File: src/rtl/pe_cfg_pkg.sv
// Shared definitions for the PE configuration loader: widths, FSM states
// and the bit layout of a PE control word.
package pe_cfg_pkg;

  localparam int CTRL_W = 8;
  localparam int NIB_W  = 4;

  typedef enum logic [2:0] {
    IDLE    = 3'd0,
    LOAD_HI = 3'd1,
    LOAD_LO = 3'd2,
    WRITE   = 3'd3,
    RUN     = 3'd4
  } cfg_state_t;

  localparam int STATE_W = $bits(cfg_state_t);

  // Control-word field layout as seen by each PE.
  localparam int ALU_OP_LSB   = 0;
  localparam int ALU_OP_W     = 2;
  localparam int SEL_OP_1_LSB = 2;
  localparam int SEL_OP_1_W   = 3;
  localparam int SEL_OP_0_LSB = 5;
  localparam int SEL_OP_0_W   = 3;

  function automatic logic [ALU_OP_W-1:0] ctrl_alu_op(input logic [CTRL_W-1:0] w);
    return w[ALU_OP_LSB +: ALU_OP_W];
  endfunction

  function automatic logic [SEL_OP_1_W-1:0] ctrl_sel_op_1(input logic [CTRL_W-1:0] w);
    return w[SEL_OP_1_LSB +: SEL_OP_1_W];
  endfunction

  function automatic logic [SEL_OP_0_W-1:0] ctrl_sel_op_0(input logic [CTRL_W-1:0] w);
    return w[SEL_OP_0_LSB +: SEL_OP_0_W];
  endfunction

endpackage

File: src/rtl/register.sv
// Library register: synchronous active-low reset, synchronous clear,
// otherwise loads d every cycle.
module register #(
  parameter int               WIDTH     = 8,
  parameter logic [WIDTH-1:0] RESET_VAL = '0
) (
  input  logic             clock,
  input  logic             reset,
  input  logic             clear,
  input  logic [WIDTH-1:0] d,
  output logic [WIDTH-1:0] q
);

  always_ff @(posedge clock) begin
    if (!reset) begin
      q <= RESET_VAL;
    end else if (clear) begin
      q <= RESET_VAL;
    end else begin
      q <= d;
    end
  end

endmodule

File: src/rtl/pe_config_loader.sv
// Packs a nibble stream into PE control words and writes them into the PE
// array one PE at a time, then enables the array to run.
module pe_config_loader
  import pe_cfg_pkg::*;
#(
  parameter int NUM_PE = 4,
  parameter int IDX_W  = $clog2(NUM_PE)
) (
  input  logic              clock,
  input  logic              reset,
  input  logic              cfg_start,
  input  logic              cfg_valid,
  input  logic [3:0]        cfg_data,
  output logic              cfg_ready,
  output logic [7:0]        ctrl_signals_out,
  output logic [NUM_PE-1:0] pe_cfg_en,
  output logic              pe_run_en,
  output logic              cfg_done
);

  localparam logic [IDX_W-1:0] LAST_IDX = IDX_W'(NUM_PE - 1);

  cfg_state_t          state;
  cfg_state_t          state_next;
  logic [STATE_W-1:0]  state_q;
  logic [IDX_W-1:0]    idx;
  logic [IDX_W-1:0]    idx_next;
  logic [CTRL_W-1:0]   word;
  logic [CTRL_W-1:0]   word_next;
  logic                in_load;

  assign state   = cfg_state_t'(state_q);
  assign in_load = (state == LOAD_HI) || (state == LOAD_LO);

  register #(.WIDTH(STATE_W), .RESET_VAL(IDLE)) u_state_reg (
    .clock (clock),
    .reset (reset),
    .clear (1'b0),
    .d     (state_next),
    .q     (state_q)
  );

  register #(.WIDTH(IDX_W), .RESET_VAL('0)) u_idx_reg (
    .clock (clock),
    .reset (reset),
    .clear (1'b0),
    .d     (idx_next),
    .q     (idx)
  );

  register #(.WIDTH(CTRL_W), .RESET_VAL(8'h00)) u_word_reg (
    .clock (clock),
    .reset (reset),
    .clear (1'b0),
    .d     (word_next),
    .q     (word)
  );

  // A restart wins over everything; stale nibbles are simply overwritten
  // because both halves are re-latched before the next WRITE.
  always_comb begin
    state_next = state;
    idx_next   = idx;
    word_next  = word;
    if (cfg_start) begin
      state_next = LOAD_HI;
      idx_next   = '0;
    end else begin
      case (state)
        LOAD_HI: begin
          if (cfg_valid) begin
            word_next[CTRL_W-1 -: NIB_W] = cfg_data;
            state_next                   = LOAD_LO;
          end
        end
        LOAD_LO: begin
          if (cfg_valid) begin
            word_next[NIB_W-1:0] = cfg_data;
            state_next           = WRITE;
          end
        end
        WRITE: begin
          if (idx == LAST_IDX) begin
            state_next = RUN;
          end else begin
            idx_next   = idx + IDX_W'(1);
            state_next = LOAD_HI;
          end
        end
        default: begin
        end
      endcase
    end
  end

  always_comb begin
    cfg_ready        = in_load && !cfg_start;
    ctrl_signals_out = word;
    pe_cfg_en        = '0;
    if (state == WRITE) begin
      pe_cfg_en = NUM_PE'(1) << idx;
    end
    pe_run_en = (state == RUN);
    cfg_done  = (state == RUN);
  end

endmodule

File: config.mk
export PLATFORM = sky130hd
export DESIGN_NAME = pe_config_loader
export DESIGN_NICKNAME = d
export VERILOG_FILES = /design/src/rtl/pe_cfg_pkg.sv /design/src/rtl/register.sv /design/src/rtl/pe_config_loader.sv
export SDC_FILE = /design/constraint.sdc
export NUM_CORES = 1
export LEC_CHECK = 0
export CORE_MARGIN = 2
export CORE_UTILIZATION = 46
export DETAILED_ROUTE_END_ITERATION = 7
export PLACE_DENSITY = 0.81
export RECOVER_POWER = 100
export SYNTH_ARGS = -nofsm -noshare
export SYNTH_HDL_FRONTEND = slang
export SYNTH_HIERARCHICAL = 1
export SYNTH_SLANG_ARGS = --single-unit
File: constraint.sdc
create_clock -name clock -period 2.5 [get_ports clock]
set_input_delay 0.5 -clock clock [delete_from_list [all_inputs] [get_ports clock]]
set_output_delay 0.5 -clock clock [all_outputs]
set_load 0.03 [all_outputs]
# Word-level counts from Yosys, hierarchy flattened
# Cells that the tools add are included.
# Widths: inputs -> output; s select.
[word_totals]
reg_bits = 13
latchBits = 0
ram_bits = 0
rom_bits = 0
in_bits = 8
out_inout_bits = 15
n_memories = 0
[classes]
addsub = 1
multipliers = 0
n_div = 0
magnitude_cmp = 0
eq_ne = 9
n_shift = 1
n_mux = 6
bitwise = 3
n_reduce_logical = 11
[op_table]
columns = ["op", "n"]
rows = [
  ["$reduce_and 3->1", 4],
  ["$mux 3", 3],
  ["$pmux 3 s3", 1],
  ["$eq 3x2->1 const B", 2],
  ["$ne 3x3->1 const B", 2],
  ["$mux 4", 1],
  ["$ne 2x2->1 const B", 2],
  ["$reduce_bool 4->1", 1],
  ["$shl 1x2->4 const A", 1],
  ["$eq 3x1->1 const B", 1],
  ["$eq 3x3->1 const B", 1],
  ["$not 1->1", 3],
  ["$reduce_bool 3->1", 1],
  ["$add 2x1->2 const B", 1],
  ["$eq 2x2->1 const B", 1],
  ["$reduce_and 2->1", 1],
  ["$reduce_or 2->1", 1],
  ["$logic_and 1x1->1", 1],
  ["$logic_not 1->1", 1],
  ["$logic_or 1x1->1", 1],
  ["$mux 1", 1],
]

# Longest topological paths before layout
[depth]
ltp_word = 4
ltp_mapped = 5
mapped_depth_nobuf = 4

# Hierarchy
# The synthesis kept the hierarchy.
[modules_own_cells]
columns = ["mod", "instances", "cells_each", "area_each_um2"]
rows = [
  ["pe_config_loader", 1, 37, 290.3],
  ["register (u_word_reg)", 1, 16, 230.2],
  ["register (u_state_reg)", 1, 6, 86.3],
  ["register (u_idx_reg)", 1, 4, 57.6],
]

# Worst setup path after synthesis
# Ideal clock, no wire load.
[synth_path]
kind = "reg2out"
start = "reg u_state_reg.q[1]"
end = "out pe_run_en"
t_arrival_ns = 1.568
required_ns = 2.000
setup_slack_ns = 0.432
stages_incl_launch_ff = 4
path_buffers = 2
cell_sequence = "dfxtp_1 > clkbuf_1 > nor3b_1 > buf_4"
[synth_via]
elab_chain_len = 1
[synth_rtl]
columns = ["element", "line_no", "rtl"]
rows = [
  ["start, declared", "register.sv:11", "output logic [WIDTH-1:0] q"],
  ["start signal, assigned", "register.sv:16", "q <= RESET_VAL;"],
  ["start signal, assigned", "register.sv:18", "q <= RESET_VAL;"],
  ["start signal, assigned", "register.sv:20", "q <= d;"],
  ["$eq 3x3->1", "n/a", ""],
  ["end, declared", "pe_config_loader.sv:17", "output logic pe_run_en,"],
]
# Every way passes these cells.

# Worst setup path after layout
[layout_path]
start = "reg u_state_reg.q[1]"
end = "out pe_cfg_en[2]"
[layout_via]
elab_chain_len = 2
[layout_rtl]
columns = ["element", "line_no", "rtl"]
rows = [
  ["$eq 3x2->1", "pe_config_loader.sv:100", "if (state == WRITE) begin"],
  ["$mux 4", "pe_config_loader.sv:100", ""],
  ["end, declared", "pe_config_loader.sv:16", "output logic [NUM_PE-1:0] pe_cfg_en,"],
]
# Every way passes these cells.

==> key figures <==
Routing
  – First-pass iteration count of the detailed router: 4
  – Wire length after detailed routing: between 1000 and 1500 um
  – Post-DR vias/cell: about 5
  – Vias: 556
  – Detail Route Antenna Nets: 0
  – Drc violations: 0
  – WL/cell: approximately 11 um
  – DR iter-0 viols: 11

STA
  – Pins Over Slew Limit: 0
  – RSZ-0062 raised after global routing: no
  – Final setup fails: 0
  – Fmax: about 420 MHz
  – Time the worst path needs with I/O delays and setup: around 2400 ps
  – Final hold viol count: 0
  – Setup TNS: 0 ps
  – Period utilization: a little over nine tenths
  – Final clock skew: ~4.1 ps

Floorplan
  – Die H: between 40 and 50 um
  – Starting Density: between 50% and 60%
  – Die W: ~42 um
  – Core ar.: about 1300 sq um
  – Die area: 1760 sq um
  – Ports: 23
  – # rows: 13

Final layout
  – # fillers: 96
  – Post-route insts no fill: approximately 110
  – Fraction of layout cells with a size suffix above 1: about 11%
  – Area of the multi-input gates: 408 sq um
  – Layout Area Growth over Synthesis: 40.7%
  – Diodes inserted: 0
  – Fin nets: between 100 and 150
  – FF+latch area: roughly 260 sq um

Synth
  – Seq/Total Area, Yosys: between 30% and 40%
  – Area share of the largest cell type after synthesis: between 30% and 40%
  – Avg Cell Area, Syn: 10.5 sq um
  – Mapped cell area: about 660 sq um
  – Post-synthesis cell count: 63
  – Synth warn: 6
  – Top post-synthesis cells by area: dfxtp_1 (39%), and3b_1 (17%), mux2_4 (9.0%)
  – Yosys reg bits: 13
  – Cell taking the most area after synthesis: dfxtp_1
  – Netlist cell types: 25

Worst setup path
  – RR Endpoint: u_word_reg/q[6]$_SDFF_PP0_
  – Reg2reg start: u_state_reg/q[0]$_SDFF_PP0_
  – Critical path buffers and inverters: 1
  – Slowest CP cell: clkdlybuf4s50_1
  – Startpoint types: flop
  – Kind of cell adding the most delay to the critical path: buffers and inverters
  – Cells along the critical path: nand3b_1 -> nor3b_1 -> clkdlybuf4s50_1
  – Crit path largest cell delay: 710 ps
  – WP data arrival: around 1900 ps
  – WS Path Type: flop to primary output
  – Critical Path RT: roughly 2000 ps
  – R2R Setup Slk: 710 ps
  – Worst setup EP type: primary output
  – CP max FO: 9
  – Worst R2R Path Depth: 4

Global route
  – Antenna violations before repair: 0
  – Total Routing Usage GR: between 15 and 20%
  – First-pass GRT wire length: 2300 um
  – Vias in the first global route: ~570
  – Pin count of the biggest net entering global routing: 14
  – GRT overflow: 0

CTS
  – Longest Clk Path Bufs: 2
  – Clock-pin slew on the worst setup and hold paths: ~80 ps
  – Total CTS buffers: 3
  – Clock Latency Late Sink: approximately 270 ps
  – Hold_buf cts: 0
  – TritonCTS clock tree: built
  – CTS root buf: clkbuf_4
  – Cts repair resizes: 0
  – Clock sinks: 13
  – H-Tree Depth: 1
  – Post-CTS setup buffers: 0

Hold path
  – Worst min-delay path class: flop to flop
  – Hold Crit Start: u_word_reg/q[2]$_SDFF_PP0_
  – Hold Path Cell Cnt: 2
  – Hold path endpoint: u_word_reg/q[2]$_SDFF_PP0_

Run
  – Max Cap Violations: 0

Placed design
  – Hpwl dp: 979 um
  – # port buffers: 22
  – Placed Cells: 110
  – Routability cong.: ~0.72

Power
  – Pwr per Cell Area: 396 nW/um^2
  – Pleak: between 0.4 and 0.5 nW
  – Peak supply drop: 0.291 mV

Outcome
  – Status: completed
## cells in the mapped netlist
master and count:
a21oi_1 2, a31oi_1 1, and3_1 1, and3b_1 13, and3b_2 1, buf_4 1, buf_6 1, clkbuf_1 1
conb_1 1, dfxtp_1 13, inv_2 1, mux2_2 4, mux2_4 4, mux2i_1 1, nand2b_1 1, nand3b_1 1
nand4_1 1, nor2_1 4, nor3_1 3, nor3b_1 3, o21ai_0 1, o21bai_1 1, or3_2 1, or4_4 1
xnor2_1 1
## kinds of logic (layout without fill, tap and decap cells)
kind of cell    Yosys count  in the layout  share of synthesized area (%)
mux                       9              9                           17.3
simple gates             30             30                           33.3
flops                    13             13                           39.2
other cells               1             13                          0.564
xor+xnor                  1              1                           1.32
buf+inv                   4             28                           3.95
compound gates            5              5                           4.33
## worst max-delay path by stage
stage | from | to | slack [ps] | cells past startpoint
after floorplan | u_state_reg/q[1]$_SDFF_PP0_ | pe_run_en | 430 | 3
after global placement | cfg_start | cfg_ready | 220 | 3
after detailed placement | cfg_start | cfg_ready | 200 | 3
after CTS | u_state_reg/q[1]$_SDFF_PP0_ | pe_cfg_en[1] | 20 | 3
after global routing | u_state_reg/q[1]$_SDFF_PP0_ | pe_cfg_en[3] | 30 | 3
final | u_state_reg/q[1]$_SDFF_PP0_ | pe_cfg_en[2] | 110 | 3
## registers in the layout (all words and copies together) (netlist names)
name	flops
u_state_reg/q	3
u_word_reg/q	8
u_idx_reg/q	2
## final cells by class
class	count	area share, %
inverters	1	0.402
clock buffers	4	2.81
well taps	15	2.01
multi-input cells	58	43.6
flip-flops and latches	13	27.8
repair buffers	23	23.3
## routing by layer
layer | track usage, % | share of wire [%] | up-vias
met4 | 7.74 | 0.39 | 0
met2 | 29.4 | 50 | 9
met3 | 3.45 | 4.9 | 2
met5 | 0 | 0 | -
li1 | - | - | 288
met1 | 19.8 | 44 | 257
## worst reg2reg max path, stage by stage (launching register included)
cell	delay [ps]
dfxtp_1	440
inv_2	70
or4_1	640
mux2_1	350
and3b_1	180
## cell usage in the layout, fill, tap and decap left out, types with 3 or more instances in the layout
master           Yosys  final
dlygate4sd3_1        0     13
and3b_1             13     13
conb_1               1     13
dfxtp_1             13     13
clkdlybuf4s50_1      0      8
nor2_1               4      4
mux2_2               4      4
mux2_1               0      3
nor3b_1              3      3
nor3_1               3      3
clkbuf_4             0      3
clkbuf_1             1      3
## power breakdown
group / leakage (nW) / internal [mW] / total, mW / switching [mW]
combinational: 0.360 / 0.0176 / 0.0309 / 0.0133
clock: 0.0150 / 0.0617 / 0.129 / 0.0674
sequential: 0.105 / 0.208 / 0.210 / 0.00172
total: 0.480 / 0.287 / 0.370 / 0.0824
## stage by stage
step | util, % | total power [mW] | instance area [sq um] | hold WS (ps) | setup slack (ps)
after floorplan | - | 0.229 | 709 | 645 | 432
after global placement | 70.8 | 0.248 | 933 | 605 | 219
after detailed placement | 70.8 | 0.248 | 933 | 619 | 203
after CTS | 72.8 | 0.379 | 960 | 638 | 16.7
after global routing | 70.9 | 0.386 | 935 | 662 | 27.6
final | 70.9 | 0.370 | 935 | 624 | 107
Power figures use the tool's default switching activity.
